File: config.mk
export PLATFORM = sky130hd
export DESIGN_NAME = serial_word_deserializer
export DESIGN_NICKNAME = d
export VERILOG_FILES = /design/src/rtl/serial_word_deserializer_pkg.sv /design/src/rtl/serial_word_deserializer_out_reg.sv /design/src/rtl/serial_word_deserializer.sv
export SDC_FILE = /design/constraint.sdc
export NUM_CORES = 1
export LEC_CHECK = 0
export ABC_AREA = 0
export CAP_MARGIN = 20
export CORE_MARGIN = 1.5
export CORE_UTILIZATION = 41
export CTS_CLUSTER_SIZE = 25
export DETAILED_ROUTE_END_ITERATION = 10
export PLACE_DENSITY = 0.76
export SLEW_MARGIN = 10
export SYNTH_ARGS = -nofsm -noshare
export SYNTH_HDL_FRONTEND = slang
export SYNTH_SLANG_ARGS = --single-unit
export TNS_END_PERCENT = 10
File: constraint.sdc
create_clock -name clk -period 1.6 [get_ports clk]
set_clock_uncertainty 0.1 [all_clocks]
set_input_delay 0.32 -clock clk [delete_from_list [all_inputs] [get_ports clk]]
set_output_delay 0.32 -clock clk [all_outputs]
set_load 0.1 [all_outputs]
File: src/rtl/serial_word_deserializer_pkg.sv
// Shared definitions for the serial word deserializer: default word width and
// the receive FSM state encoding.
package serial_word_deserializer_pkg;

    localparam int WIDTH_DEFAULT = 4;

    typedef enum logic {
        HUNT  = 1'b0,
        SHIFT = 1'b1
    } rx_state_e;

endpackage

File: src/rtl/serial_word_deserializer_out_reg.sv
// 1-entry valid/ready holding register for assembled words; drops a completed
// word when the entry is still occupied and records that in a sticky flag.
module ser_out_reg #(
    parameter int WIDTH = 4
) (
    input  logic             clk,
    input  logic             rst_n,
    input  logic             load,
    input  logic [WIDTH-1:0] load_word,
    input  logic             word_ready,
    input  logic             clr_overrun,
    output logic [WIDTH-1:0] word_out,
    output logic             word_valid,
    output logic             overrun
);

    logic drop;

    assign drop = load && word_valid && !word_ready;

    // NOTE: sequential state uses non-blocking assignments so every flop
    // samples the pre-edge values regardless of statement order.
    always_ff @(posedge clk or negedge rst_n) begin
        if (!rst_n) begin
            word_out   <= '0;
            word_valid <= 1'b0;
            overrun    <= 1'b0;
        end else begin
            if (load && (!word_valid || word_ready)) begin
                word_out   <= load_word;
                word_valid <= 1'b1;
            end else if (!load && word_valid && word_ready) begin
                word_valid <= 1'b0;
            end

            // A drop in the same cycle as a clear must stay visible.
            if (drop) begin
                overrun <= 1'b1;
            end else if (clr_overrun) begin
                overrun <= 1'b0;
            end
        end
    end

endmodule

File: src/rtl/serial_word_deserializer.sv
// Serial-to-parallel receiver: aligns to frame_sync, assembles LSB-first words
// and hands them to a valid/ready output register.
module serial_word_deserializer
    import serial_word_deserializer_pkg::*;
#(
    parameter  int WIDTH = WIDTH_DEFAULT,
    localparam int CNT_W = $clog2(WIDTH)
) (
    input  logic             clk,
    input  logic             rst_n,
    input  logic             serial_in,
    input  logic             bit_valid,
    input  logic             frame_sync,
    output logic [WIDTH-1:0] word_out,
    output logic             word_valid,
    input  logic             word_ready,
    output logic             locked,
    output logic             sync_err,
    output logic             overrun,
    input  logic             clr_overrun
);

    localparam logic [CNT_W-1:0] LAST_BIT = CNT_W'(WIDTH - 1);

    rx_state_e        state_q, state_d;
    logic [CNT_W-1:0] bit_cnt;
    logic [WIDTH-1:0] shift_reg;
    logic             take, restart, complete, sync_err_d;
    logic [WIDTH-1:0] full_word;

    // In HUNT only a framed bit is taken, and it always starts a new word.
    assign take       = bit_valid && (state_q == SHIFT || frame_sync);
    assign sync_err_d = bit_valid && frame_sync && state_q == SHIFT && bit_cnt != '0;
    assign restart    = bit_valid && frame_sync && (state_q == HUNT || bit_cnt != '0);
    assign complete   = take && !restart && bit_cnt == LAST_BIT;
    assign full_word  = {serial_in, shift_reg[WIDTH-2:0]};
    assign locked     = (state_q == SHIFT);

    // NOTE: every variable driven here gets a default first, so no path
    // through the block can leave it unassigned and infer a latch.
    always_comb begin
        state_d = state_q;
        if (state_q == HUNT && bit_valid && frame_sync) begin
            state_d = SHIFT;
        end
    end

    always_ff @(posedge clk or negedge rst_n) begin
        if (!rst_n) begin
            state_q   <= HUNT;
            bit_cnt   <= '0;
            shift_reg <= '0;
            sync_err  <= 1'b0;
        end else begin
            state_q  <= state_d;
            sync_err <= sync_err_d;
            if (take) begin
                if (restart) begin
                    shift_reg <= WIDTH'(serial_in);
                    bit_cnt   <= CNT_W'(1);
                end else begin
                    shift_reg[bit_cnt] <= serial_in;
                    bit_cnt            <= complete ? '0 : bit_cnt + CNT_W'(1);
                end
            end
        end
    end

    ser_out_reg #(
        .WIDTH(WIDTH)
    ) u_out_reg (
        .clk        (clk),
        .rst_n      (rst_n),
        .load       (complete),
        .load_word  (full_word),
        .word_ready (word_ready),
        .clr_overrun(clr_overrun),
        .word_out   (word_out),
        .word_valid (word_valid),
        .overrun    (overrun)
    );

endmodule

==> impl_metrics.tcl, run 1 <==
set metrics [dict create \
    grt_max_degree 10 \
    status "finished with violations" \
    syn_inst 51 \
    busiest_layer "met2" \
    avgSynthCellArea_um2 12.0 \
    slew_viol_final 0 \
    grt.met1_usage_pct 22.2 \
    synth_edf_count 0 \
    clk_pin_slew_worst_paths_ns 0.09 \
    synthTopCellsByCount "dfrtp_1 (13), mux2_2 (5)" \
    cts_buffers 3 \
    yosysTopAreaCell "dfrtp_1" \
    synth_area_leaders "dfrtp_1 (53%), mux2_2 (9.2%), ha_1 (8.2%)" \
    dp_slack_ns -0.234 \
    fmax_ghz 0.597 \
    grt_pass1_vias 511 \
    routed_wl_mm 1.27 \
    fill_cells 83 \
    clk_root_buffer_cell "clkbuf_4" \
    htreeDepth 1 \
    cpPeakStageDelay_ns 0.39 \
    async_flop_share_pct 100 \
    drive_above_1_share_pct 48.8 \
    dieWidth_um 41.6 \
    synth_area_um2 612 \
    ys.flop_type "dfrtp_1" \
    rows 13 \
    route.vias.total 491 \
    multi_input_area_um2 309 \
    clockBufferDepth 2 \
    num_io_pins 15 \
    place_congestion 0.764 \
    drtAntennaViolNets 0 \
    path_cells "inv_2, ha_4, and2b_1, nor3b_4, buf_6, mux2_4" \
    vias_per_cell 4.96 \
    arrival_ns 1.74 \
    path_class "register to register" \
    cts_tree "built" \
    violations "negative setup slack" \
    drc_errors 0 \
    grt_usage_pct 17.0 \
    dp_hpwl_um 967 \
    ys_ff_latch 13 \
    seqCellArea_um2 330 \
    wl_per_cell_um 12.9 \
    numClockSinks 13 \
    worst_pin_slew_ns 0.422 \
    path_buf_inv 2 \
    gr-usage-met2_pct 25.9 \
    ys_seq_area_share_pct 53.2 \
    n_antenna_cell 0 \
    setup_viol 4 \
    reg2reg_slack_ns -0.08 \
    antenna_found_initial 0 \
    hold_path.class "input pin to async pin" \
    grt_setup_unrepaired "yes" \
    p_per_area_mw_per_mm2 1880 \
    initial_core_util_pct 45.3 \
    insertion_delay_ns 0.28 \
    slew_headroom_pct 71.6 \
    critical_path.startpoint "bit_cnt[1]" \
    finalPower_mw 1.94 \
    yosysMostFrequentCell "dfrtp_1" \
    crit_path_max_fanout 3 \
    timing.rr.end "u_out_reg.word_out[3]" \
    utilization_pct 76.5 \
    r2r-start "bit_cnt[1]" \
    grt_pass1_wl_mm 2.17 \
    first_pass_iters 2 \
    worst_slack_ns -0.0751 \
    crit_family "simple AND/OR/NAND/NOR gates" \
    io_buffers 14 \
    period_share_pct 105 \
    period_minus_slack_ns 1.68 \
    maxCapViolations 0 \
    yosysUniqueCellTypes 18 \
    syn-num-nets 62 \
    finalHoldViolations 0 \
    crit_required_ns 1.66 \
    overflow 0 \
    startpoint_type "register" \
    coreArea_mm2 0.00135 \
    endpoint_kind "register" \
    dieArea_mm2 0.00173 \
    grtUsageMet3_pct 3.91 \
    largest_reg_flops 4 \
    max-vdd-ir-drop_v 0.00116 \
    worst_r2r_path_depth 6 \
    fp.dieH_um 41.6 \
    ys_warn_count 0 \
    final_nets 96 \
    area_growth_pct 68.7 \
    drt_iter0_drc 1 \
    crit_slowest_cell "dfrtp_1" \
    p_leak_nw 0.486 \
    yosysTopAreaCellShare_pct 53.2 \
]
-- report_power, final --
part / switching [mW] / internal, mW
Sequential: 0.0922 / 0.437
Combinational: 0.661 / 0.543
Clock: 0.112 / 0.0969
Total: 0.865 / 1.08
-- cell type report --
| class | count | area share (%) |
|---|---|---|
| multi-input combinational | 35 | 29.9 |
| clock buffer | 4 | 2.55 |
| inverter | 3 | 1.09 |
| tap | 15 | 1.82 |
| timing repair buffer | 29 | 32.6 |
| sequential | 13 | 32.0 |
-- repair_timing --
action	CTS	global route
hold buffers	0	0
setup buffers	3	1
resized for setup	10	2
setup endpoints to repair	5	6
pin swaps	2	2
-- worst max-delay path by stage --
stage	to	slack, ns	depth (start not counted)
floorplan	u_out_reg.word_out[0]	-0.06	5
global placement	u_out_reg.word_out[0]	-0.21	4
detailed placement	u_out_reg.word_out[0]	-0.23	4
CTS	u_out_reg.word_out[3]	-0.08	6
global route	u_out_reg.word_out[3]	-0.14	6
finish	u_out_reg.word_out[3]	-0.08	6
-- cell usage in the layout, fill, tap and decap left out, types with 2 or more instances in the layout --
cell type and n:
mux2_4 4, buf_4 14, o21ai_0 3, dfrtp_1 11, nand2_1 4, buf_12 8, clkdlybuf4s50_1 6, o211ai_1 2
clkbuf_4 3, inv_2 2, nor2_1 4, mux2i_1 2, ha_1 3, nand2b_1 2
-- through the flow --
step / setup TNS [ns] / hold slack (ns) / cells / area, um2
floorplan: -0.230 / -0.0756 / 51 / 617
CTS: -0.307 / 0.154 / 98 / 1020
detailed placement: -1.22 / 0.398 / 91 / 938
global placement: -0.965 / 0.386 / 91 / 938
finish: -0.286 / 0.156 / 99 / 1030
global route: -0.534 / 0.161 / 99 / 1030
-- layer usage --
layer	wire (um)	share of wire, %
met5	0	0
met4	25	2.0
met3	44	3.5
met2	558	44
met1	644	51
-- kinds of logic after synthesis --
group,count (synthesis),share of synthesized area [%]
simple gates,16,16.2
flops,13,53.2
compound gates,8,8.18
mux,7,12.5
fa+ha+maj,4,8.18
buf+inv,3,1.84
Note: power is estimated with default switching activity, not from simulation.
==> run 2: changes to the inputs <==
CAP_MARGIN = unset   (was 20)
==> results of run 2 <==
Same layout as run 1: the final DEF is identical, and so are final timing and power.
==> run 3: changes to the inputs <==
CORE_UTILIZATION = 44   (was 41)
CTS_BUF_LIST = sky130_fd_sc_hd__clkbuf_8   (was unset)
PLACE_DENSITY = 0.8   (was 0.76)
==> impl_metrics.tcl, run 3 (synthesis results as in run 1) <==
set metrics [dict create \
    final_cell_mix "dfrtp_1 (11), buf_4 (11), buf_12 (8), clkdlybuf4s50_1 (6)" \
    critical_path.startpoint "bit_cnt[1]" \
    worst_pin_slew_ns 0.364 \
    crit_required_ns 1.62 \
    setup_viol 5 \
    initial_core_util_pct 47.0 \
    dp_hpwl_um 918 \
    antenna_found_initial 0 \
    fp.dieH_um 40.3 \
    overflow 0 \
    wl_per_cell_um 13.2 \
    startpoint_type "register" \
    period_minus_slack_ns 1.68 \
    worst_slack_ns -0.0827 \
    grt_setup_unrepaired "yes" \
    rows 13 \
    path_class "register to register" \
    slew_headroom_pct 75.5 \
    power_frac_seq_pct 27.4 \
    status "finished with violations" \
    utilization_pct 77.7 \
    cts_buffers 3 \
    final_nets 92 \
    p_per_area_mw_per_mm2 1930 \
    first_pass_iters 2 \
    place_congestion 0.717 \
    reg2reg_slack_ns -0.08 \
    dieWidth_um 40.3 \
    max-vdd-ir-drop_v 0.000999 \
    worst_r2r_path_depth 5 \
    drive_above_1_share_pct 43.8 \
    grt_pass1_wl_mm 1.99 \
    fmax_ghz 0.594 \
    num_io_pins 15 \
    crit_path_max_fanout 4 \
    clockBufferDepth 2 \
    largest_reg_flops 4 \
    slew_viol_final 0 \
    period_share_pct 105 \
    finalHoldViolations 0 \
    endpoint_kind "register" \
    drt_iter0_drc 4 \
    power.switching_mw 0.848 \
    coreArea_mm2 0.00130 \
    drc_errors 0 \
    r2r-start "bit_cnt[1]" \
    netSwitchingFraction_pct 43.5 \
    grt_pass1_vias 472 \
    multi_input_area_um2 303 \
    maxCapViolations 0 \
    route.vias.total 473 \
    setup_tns_ns -0.322 \
    final_area_mm2 0.00101 \
    routed_wl_mm 1.25 \
    placed_cell_area_um2 931 \
    dieArea_mm2 0.00162 \
    clk_root_buffer_cell "clkbuf_8" \
    crit_end "u_out_reg.word_out[1]" \
    cts_tree "built" \
    timing.rr.end "u_out_reg.word_out[1]" \
    numClockSinks 13 \
    hold_path.class "input pin to async pin" \
    p_leak_nw 0.474 \
    power_frac_comb_pct 58.5 \
    io_buffers 14 \
    clk_pin_slew_worst_paths_ns 0.05 \
    cts_hold_buf 0 \
    grt_max_degree 14 \
    seqCellArea_um2 330 \
    violations "negative setup slack" \
    arrival_ns 1.70 \
    vias_per_cell 4.98 \
    area_growth_pct 65.2 \
    n_antenna_cell 0 \
    insertion_delay_ns 0.24 \
    grt_usage_pct 20.1 \
    p_int_mw 1.10 \
    p_clk_share_pct 14.1 \
    drtAntennaViolNets 0 \
    fill_cells 85 \
    htreeDepth 1 \
]
-- run 3: cell types whose count changed in the layout (fill, tap and decap cells not counted), sizes merged --
cell / delta
inv: +1
clkbuf: -1
buf: -4
-- run 3: routing by layer --
metal / vias to the layer above / track usage (%) / wire (um)
met5: - / 0 / 0
met4: 0 / 17.5 / 44
met3: 4 / 3.33 / 37
met2: 11 / 29.0 / 569
met1: 226 / 25.7 / 600
li1: 232 / - / -
-- run 3: area by class of cell --
class	count	share of cell area [%]
Clock buffer	3	4.08
Clock inverter	1	0.371
Inverter	3	1.11
Multi-Input combinational cell	35	30.0
Sequential cell	13	32.7
Tap cell	15	1.86
Timing Repair Buffer	25	30.0
-- run 3: stage by stage --
stage | std cells | setup slack, ns | power, mW | hold WS, ns
floorplan | 51 | -0.0575 | 1.15 | -0.0756
global placement | 90 | -0.187 | 1.58 | 0.393
detailed placement | 90 | -0.220 | 1.60 | 0.407
CTS | 95 | -0.101 | 1.96 | 0.285
global route | 95 | -0.134 | 2.04 | 0.306
finish | 95 | -0.0827 | 1.95 | 0.283
-- run 3: power by group through the flow --
stage / combinational [mW] / sequential [mW] / clock (mW)
4_1_cts: 1.14 / 0.535 / 0.284
6_report: 1.14 / 0.535 / 0.275
2_1_floorplan: 0.220 / 0.926 / 0
3_5_place_dp: 1.07 / 0.532 / 0
5_1_grt: 1.20 / 0.545 / 0.303
3_3_place_gp: 1.05 / 0.525 / 0
-- run 3: worst min-delay path by stage --
stage	to	cells past startpoint
floorplan	bit_cnt[0]	0
global placement	u_out_reg.word_out[0]	1
detailed placement	u_out_reg.word_out[0]	1
CTS	sync_err	2
global route	sync_err	2
finish	sync_err	2
-- run 3: timing repair --
item / 4_1_cts / 5_1_grt
gates resized for setup: 9 / 0
setup endpoints to repair: 4 / 5
setup buffers: 1 / 0
pin swaps: 2 / 1
-- run 3: critical path: stages (launching register included) --
cell	delay, ns
dfrtp_1	0.39
inv_2	0.09
ha_4	0.13
and2b_1	0.20
nor3b_4	0.32
mux2_4	0.33
